$ cat config.mk
export PLATFORM = sky130hd
export DESIGN_NAME = spi_master_mc
export DESIGN_NICKNAME = d
export VERILOG_FILES = /design/src/rtl/spi_master_mc.sv
export SDC_FILE = /design/constraint.sdc
export NUM_CORES = 1
export LEC_CHECK = 0
export BUFFER_PORTS_ARGS = -buffer_cell sky130_fd_sc_hd__buf_2
export CORE_MARGIN = 4
export CORE_UTILIZATION = 40
export CTS_CLUSTER_DIAMETER = 60
export DETAILED_ROUTE_END_ITERATION = 8
export GPL_TIMING_DRIVEN = 0
export SYNTH_ARGS = -nofsm -noshare
export SYNTH_HDL_FRONTEND = slang
export SYNTH_SLANG_ARGS = --single-unit
$ cat constraint.sdc
create_clock -name clk -period 6.1 [get_ports clk]
set_clock_uncertainty 0.1 [all_clocks]
set_input_delay 0.305 -clock clk [delete_from_list [all_inputs] [get_ports clk]]
set_output_delay 0.305 -clock clk [all_outputs]
set_load 0.02 [all_outputs]
$ cat src/rtl/spi_master_mc.sv
// Multi-channel SPI master: round-robin grant among NUM_CH requesters, per-frame length/mode/divider.
// One frame in flight; the latched request parameters are immune to mid-frame input changes.
module spi_master_mc #(
  parameter int NUM_CH  = 2,
  parameter int FRAME_W = 40,
  parameter int LEN_W   = 6,
  parameter int DIV_W   = 8
) (
  input  logic                      clk,
  input  logic                      rst,
  input  logic [NUM_CH-1:0]         req,
  input  logic [NUM_CH*FRAME_W-1:0] tx_data,
  input  logic [NUM_CH*LEN_W-1:0]   tx_len,
  output logic [NUM_CH-1:0]         ack,
  input  logic [DIV_W-1:0]          clk_div,
  input  logic                      cpol,
  input  logic                      cpha,
  input  logic                      miso,
  output logic                      sclk,
  output logic                      mosi,
  output logic [NUM_CH-1:0]         cs_b,
  output logic [FRAME_W-1:0]        rx_data,
  output logic                      rx_valid,
  output logic [2:0]                rx_ch,
  output logic                      busy
);

  typedef enum logic [2:0] {IDLE, LEAD, SHIFT, TRAIL, GAP} state_t;

  localparam logic [3:0]       NCH     = 4'(NUM_CH);
  localparam logic [LEN_W-1:0] LEN_MAX = LEN_W'(FRAME_W - 1);

  state_t             state;
  logic [DIV_W-1:0]   div_q, cnt;
  logic               cpol_q, cpha_q;
  logic [LEN_W+1:0]   edge_cnt, edge_last;
  logic [FRAME_W-1:0] tx_sr, rx_sr;
  logic [2:0]         ptr, cur_ch;

  logic [7:0]         req_ext;
  logic               gnt_vld;
  logic [2:0]         gnt;
  logic [3:0]         idx;
  logic [NUM_CH-1:0]  gnt_oh;
  logic [FRAME_W-1:0] sel_data, aligned;
  logic [LEN_W-1:0]   sel_len, len_c;
  logic [LEN_W+1:0]   n_bits;
  logic [3:0]         nxt4;
  logic [2:0]         nxt_ptr;

  assign req_ext = 8'(req);

  // Lowest rotation offset from ptr wins, so the search starts at ptr itself.
  always_comb begin
    gnt_vld = 1'b0;
    gnt     = '0;
    idx     = '0;
    for (int i = NUM_CH - 1; i >= 0; i--) begin
      idx = {1'b0, ptr} + 4'(i);
      if (idx >= NCH) idx = idx - NCH;
      if (req_ext[idx[2:0]]) begin
        gnt_vld = 1'b1;
        gnt     = idx[2:0];
      end
    end
  end

  always_comb begin
    sel_data = '0;
    sel_len  = '0;
    gnt_oh   = '0;
    for (int k = 0; k < NUM_CH; k++) begin
      gnt_oh[k] = (gnt == 3'(k));
      if (gnt == 3'(k)) begin
        sel_data = tx_data[k*FRAME_W +: FRAME_W];
        sel_len  = tx_len[k*LEN_W +: LEN_W];
      end
    end
    len_c   = (sel_len > LEN_MAX) ? LEN_MAX : sel_len;
    aligned = sel_data << (LEN_MAX - len_c);
    n_bits  = (LEN_W+2)'(len_c) + (LEN_W+2)'(1);
    nxt4    = {1'b0, gnt} + 4'd1;
    if (nxt4 >= NCH) nxt4 = '0;
    nxt_ptr = nxt4[2:0];
  end

  logic             hit, edge_now, lead_edge, last_edge, samp, drive;
  logic [LEN_W+1:0] edge_num;

  // Edge 1 is produced on the last LEAD cycle; SHIFT then spans 2N half-periods.
  assign hit       = (cnt == div_q);
  assign edge_num  = (state == LEAD) ? (LEN_W+2)'(1) : edge_cnt + (LEN_W+2)'(1);
  assign edge_now  = hit && ((state == LEAD) || (state == SHIFT && edge_cnt != edge_last));
  assign lead_edge = edge_num[0];
  assign last_edge = (edge_num == edge_last);
  assign samp      = edge_now && (lead_edge ^ cpha_q);
  assign drive     = edge_now && (cpha_q ? lead_edge : (!lead_edge && !last_edge));

  always_ff @(posedge clk or posedge rst) begin
    if (rst) begin
      state     <= IDLE;
      div_q     <= '0;
      cnt       <= '0;
      cpol_q    <= 1'b0;
      cpha_q    <= 1'b0;
      edge_cnt  <= '0;
      edge_last <= '0;
      tx_sr     <= '0;
      rx_sr     <= '0;
      ptr       <= '0;
      cur_ch    <= '0;
      ack       <= '0;
      sclk      <= 1'b0;
      mosi      <= 1'b0;
      cs_b      <= '1;
      rx_data   <= '0;
      rx_valid  <= 1'b0;
      rx_ch     <= '0;
      busy      <= 1'b0;
    end else begin
      ack      <= '0;
      rx_valid <= 1'b0;
      case (state)
        IDLE: if (gnt_vld) begin
          ack       <= gnt_oh;
          cs_b      <= ~gnt_oh;
          cur_ch    <= gnt;
          ptr       <= nxt_ptr;
          div_q     <= clk_div;
          cpol_q    <= cpol;
          cpha_q    <= cpha;
          sclk      <= cpol;
          edge_last <= n_bits << 1;
          edge_cnt  <= '0;
          cnt       <= '0;
          rx_sr     <= '0;
          busy      <= 1'b1;
          state     <= LEAD;
          if (!cpha) begin
            mosi  <= aligned[FRAME_W-1];
            tx_sr <= aligned << 1;
          end else begin
            tx_sr <= aligned;
          end
        end
        LEAD: if (hit) begin
          cnt      <= '0;
          edge_cnt <= (LEN_W+2)'(1);
          state    <= SHIFT;
        end else cnt <= cnt + DIV_W'(1);
        SHIFT: if (hit) begin
          cnt <= '0;
          if (edge_cnt == edge_last) state <= TRAIL;
          else edge_cnt <= edge_num;
        end else cnt <= cnt + DIV_W'(1);
        TRAIL: if (hit) begin
          cnt      <= '0;
          cs_b     <= '1;
          rx_valid <= 1'b1;
          rx_data  <= rx_sr;
          rx_ch    <= cur_ch;
          state    <= GAP;
        end else cnt <= cnt + DIV_W'(1);
        GAP: if (hit) begin
          cnt   <= '0;
          busy  <= 1'b0;
          state <= IDLE;
        end else cnt <= cnt + DIV_W'(1);
        default: state <= IDLE;
      endcase
      if (edge_now) sclk <= lead_edge ? ~cpol_q : cpol_q;
      if (samp) rx_sr <= {rx_sr[FRAME_W-2:0], miso};
      if (drive) begin
        mosi  <= tx_sr[FRAME_W-1];
        tx_sr <= tx_sr << 1;
      end
    end
  end

endmodule

* After elaboration in Yosys (flattened, before gate mapping)
Index checks and enable logic that the tools add are counted.
** Storage, ports and cells
- Output and inout bits :: 51
- Logic and storage cells :: 143
- Input port bits :: 107
- Register bits :: 173
** Cells by class
- Muxes and demuxes :: 57
- Reductions and logical operators :: 32
- Shift operators :: 1
- Bitwise logic cells :: 3
- Order comparisons :: 6
- Eq/ne operators :: 17
- Add/subtract/negate cells :: 8
** Operators by type and width (count)
- 2-to-1 mux 40 bit :: 9
- 2-to-1 mux 8 bit :: 6
- << shifter 40 x 6 -> 40 bit :: 1
- 2-to-1 mux 3 bit :: 11
- equality test 8 bit :: 3
- case mux 8 bit (3 select lines) :: 1
- 2-to-1 mux 6 bit :: 3
- nonzero test 2 bit :: 9
- 2-to-1 mux 1 bit :: 17
- adder 8 x 1 -> 8 bit (second input constant) :: 2
- case mux 8 bit (2 select lines) :: 1
- case mux 3 bit (5 select lines) :: 1
- != test 2 bit (second input constant) :: 6
- AND reduction 2 bit :: 6
- AND reduction 3 bit :: 3
- adder 3 x 1 -> 4 bit (second input constant) :: 2
- >= comparator 4 x 2 -> 1 bit (second input constant) :: 2
- < comparator 3 x 4 -> 1 bit (second input constant) :: 2
- 2-to-1 mux 2 bit :: 4
- != test 8 bit :: 1
- adder 6 x 1 -> 7 bit (second input constant) :: 1
- binary-select mux 1 bit (select 3 bit) :: 2
- equality test 3 x 1 -> 1 bit (second input constant) :: 2
- equality test 3 x 2 -> 1 bit (second input constant) :: 2
- other kinds (19) :: 27

* Logic depth before layout (Yosys ltp)
- Depth in word-level cells :: 18
- Gate-level depth with buffers :: 25
- Mapped depth without buffers :: 20

* Worst setup path before layout
OpenSTA, ideal clock, no wires.
- Kind :: reg-to-reg
- Start point :: register ptr[0]
- End point :: register tx_sr[35]
- Data arrival time :: 4.927 ns
- Buffers on the path :: 6
- Stages on the path, launching flop included :: 24
- Required time :: 5.874 ns
- Setup time :: 0.126 ns
- Setup slack :: 0.947 ns
- Period minus slack after synthesis :: 5.153 ns
- Cell sequence :: dfrtp_1 > inv_1 > ha_1 > or3b_2 > a21oi_1 > o21ai_0 > a21boi_0 > ha_1 > buf_2 > o21a_1 > buf_2 > nand2b_1 > clkbuf_1 > inv_2 > buf_2 > clkbuf_1 > ha_1 > and2_1 > clkbuf_1 > nand2_1 > o22ai_1 > a211oi_1 > mux2i_1 > a221o_1
** Between the ends
- Word-level cells in the longest chain between the ends :: 18
- Elaborated cells on any way between the ends :: 31
- Those cells by class :: 4 x add/sub; 3 x order compare; 1 x eq/ne; 1 x shift; 19 x mux; 3 x reduce/logical
** Ends and longest elaborated chain
- from (decl) :: RTL line 38 : logic [2:0] ptr, cur_ch;
- from (signal assigned) :: RTL line 128 : ptr <= nxt_ptr;
- adder 3 x 1 -> 4 bit :: RTL line 59 : idx = {1'b0, ptr} + 4'(i);
- >= comparator 4 x 2 -> 1 bit or subtractor 3 x 2 -> 3 bit (tied branches) :: RTL line 60 : if (idx >= NCH) idx = idx - NCH;
- 2-to-1 mux 3 bit :: RTL line 60
- binary-select mux 1 bit (select 3 bit) :: RTL line 61 : if (req_ext[idx[2:0]]) begin
- 2-to-1 mux 1 bit (implied by the code) :: RTL line 61
- 2-to-1 mux 3 bit :: RTL line 61
- 2-to-1 mux 3 bit (*) :: RTL line 61
- via gnt[0] :: RTL line 42 : logic [2:0] gnt;
- (+3 left out)
- greater-than comparator 6 bit :: RTL line 79 : len_c = (sel_len > LEN_MAX) ? LEN_MAX : sel_len;
- 2-to-1 mux 6 bit :: RTL line 79
- subtractor 6 bit :: RTL line 80 : aligned = sel_data << (LEN_MAX - len_c);
- << shifter 40 x 6 -> 40 bit (*) :: RTL line 80
- 2-to-1 mux 40 bit (*) :: RTL line 139 : if (!cpha) begin
- 2-to-1 mux 40 bit (*) :: RTL line 124 : IDLE: if (gnt_vld) begin
- 2-to-1 mux 40 bit (*) :: RTL line 123 : case (state)
- 2-to-1 mux 40 bit (*) :: RTL line 173 : if (drive) begin
- to (signal assigned) :: RTL line 141 : tx_sr <= aligned << 1;
- to (signal assigned) :: RTL line 143 : tx_sr <= aligned;
- to (signal assigned) :: RTL line 175 : tx_sr <= tx_sr << 1;
- to (decl) :: RTL line 37 : logic [FRAME_W-1:0] tx_sr, rx_sr;
Mark *: on every way through the listed nets, which the timed path passes. The rest lies on a longest branch. The select of a mux whose other input is x is not followed.
A chain may end at the register's enable or synchronous reset.

* Worst setup path after layout
- Start point :: register ptr[0]
- End point :: register tx_sr[18]
Same word-level chain as after synthesis.

==> out/qor.yml <==
status: "completed"
syn_avg_cell_area_um2: 7.82
busiest_layer: "met2"
final.fill_count: 3035
vias: 12633
grt_setup_unrepaired: "false"
max_freq_mhz: 173
fin_crit_sh_pct: 94.6
crit_start: "ptr[0]"
grt_max_degree: 96
grt_pass1_wl_um: 70800
cap_violations: 0
wl_per_cell_um: 21.1
r2r-start: "ptr[0]"
async_flop_share_pct: 100
rows: 63
syn_inst: 1531
yosysTopAreaCellShare_pct: 35.7
hold_violations: 0
p_per_area_nw_per_um2: 199
dieWidth_um: 181
dpl_cell_area_um2: 13300
drc_errors: 0
fin_tns_setup_ps: 0
synth_cell_types: 85
worstPathMaxFanout: 10
gr-total-overflow: 0
htree_levels: 4
synth_commonest_cells: "nand2_1, dfrtp_1, o21ai_0"
ir_drop_v: 0.000197
synth-seq-cells: 173
min_from: "miso"
nNetsFinal: 1836
post_cts_buffers: 0
critPathCaptureType: "register"
clk_latency_ps: 440
setup_viol_count_final: 0
p_leak_nw: 6.37
dp_hpwl_um: 34000
period_needed_ps: 5770
antennaDiodeCount: 0
relSlewSlack_pct: 28.4
antenna_found_initial: 0
worst_pin_slew_ps: 1060
grt_use_met3_pct: 4.21
crit_type: "reg2reg"
die_area_um2: 32800
clkSlewWorstSetupHoldPaths_ps: 80
whs_ps: 0.665
cts_tree: "done"
worstPathArrival_ps: 6040
drtIter0Drc: 1256
core_area_um2: 29600
ys.flop_type: "dfrtp_1"
cts_root_buffer: "clkbuf_16"
cts_made_buffers: 17
use_met1_pct: 35.6
yosys.area.top_type: "dfrtp_1"
synth.most_common_cell: "nand2_1"
syn_to_final_growth_pct: 17.4
drive_above_1_share_pct: 19.0
fin_area_um2: 14100
drt_first_pass_iters: 8
vias_per_cell: 5.96
finalWirelength_um: 44800
cts.sinks: 173
track_usage_pct: 26.8
io_pins: 158
clockBufferDepth: 2
synth.area.top_cells: "dfrtp_1, nand2_1, o21ai_0, nor2_1, a21oi_1"
cp-start-kind: "register"
fin_cells: 2119
synth-edff-count: 0
ys_warn_count: 0
synth_area_um2: 12000
post-place-cells: 2081
die_height_um: 181
final_util_pct: 47.5
required_ps: 6370
start_util_pct: 40.5
met2_usage_pct: 44.6
hold_class: "in2reg"
yosysSeqAreaShare_pct: 36.2
io_buffers: 157
first_global_vias: 12526
detail-route-antenna-nets: 0
slew_violations: 0
place.gp.congestion: 0.988
[where the power goes]
part,switching [mW],internal [mW],total [mW]
combinational,0.333,0.159,0.492
clock,0.585,0.572,1.16
sequential,0,1.15,1.15
total,0.918,1.88,2.80
[timing repair]
item                                    CTS  global route
resized for setup                         9            12
endpoints found under the setup margin   32            32
hold endpoints to repair                 87             0
hold buffers                             10             0
[area by class of cell]
class	instances	area, um2	share of cell area, %
inverter	24	97.6	0.695
buffer	107	527	3.75
tap	390	488	3.47
sequential	173	4330	30.8
multi-input combinational	1225	7070	50.3
clock inverter	15	204	1.45
timing repair buffer	168	913	6.50
clock buffer	17	425	3.03
[layer usage]
| metal | vias up | part of all wire, % | wire length (um) |
|---|---|---|---|
| met1 | 6059 | 42 | 18800 |
| li1 | 5863 | - | - |
| met2 | 597 | 47 | 21100 |
| met4 | 0 | 3.7 | 1660 |
| met3 | 114 | 7.2 | 3230 |
| met5 | - | 0 | 0 |
[registers in the layout, indices dropped and copies added, names as in the netlist, 7 cells and up]
| signal | flops |
|---|---|
| cnt | 8 |
| div_q | 8 |
| edge_cnt | 8 |
| edge_last | 7 |
| rx_data | 40 |
| rx_sr | 40 |
| tx_sr | 40 |
[critical path, stage by stage, from the launching register on]
cell and delay, ps:
dfrtp_1 480, inv_1 130, ha_1 210, or3b_2 430
a21oi_1 230, o21ai_0 140, a21boi_2 250, ha_1 280
buf_2 230, o21a_1 150, clkbuf_4 250, nand2b_2 190
inv_2 160, buf_2 260, clkbuf_2 290, ha_1 320
nor2_1 240, nand2_1 180, clkbuf_2 260, o22ai_1 430
nor2_1 100, a211o_1 310, nand3_1 70
[stage by stage]
stage               setup WS (ps)  total power [mW]
floorplan                     947              1.45
global placement            -1140              1.63
detailed placement           -401              1.63
CTS                          15.3              2.80
global route                 17.2              2.90
finish                        331              2.80
[cell usage in the layout (no fill, tap or decap), drive strengths merged, types with 20 or more instances in the layout]
cell,instances
a21oi,53
a221oi,24
and2,29
buf,208
clkbuf,74
dfrtp,171
inv,32
mux2i,22
nand2,379
nand3,34
nor2,108
nor3,34
o211ai,20
o21ai,182
o22ai,31
xor2,21
[worst paths after layout]
| check | slack [ps] | to | cells after the start |
|---|---|---|---|
| setup / recovery | 330 | tx_sr[18] | 22 |
| hold / removal | 0.7 | rx_sr[0] | 3 |
| setup reg to reg | 330 | tx_sr[18] | 22 |
| hold reg to reg | 370 | rx_data[27] | 2 |
| max in group asynchronous | 4620 | cs_b[1] | 4 |
| min in group asynchronous | 370 | cnt[4] | 3 |
[logic make-up (layout without fill, tap and decap cells)]
logic type               after synthesis  after routing  share of synthesized area (%)
AO/OA/AOI/OAI                        478            478                           27.2
XOR/XNOR                              37             37                           2.71
adder cells (fa/ha/maj)               13             13                           1.36
buffers and inverters                135            331                           5.18
flip-flops                           173            173                           36.2
multiplexers                          36             36                           3.16
other                                  2              4                         0.0627
AND/OR/NAND/NOR                      657            657                           24.2
Power figures use the tool's default switching activity.
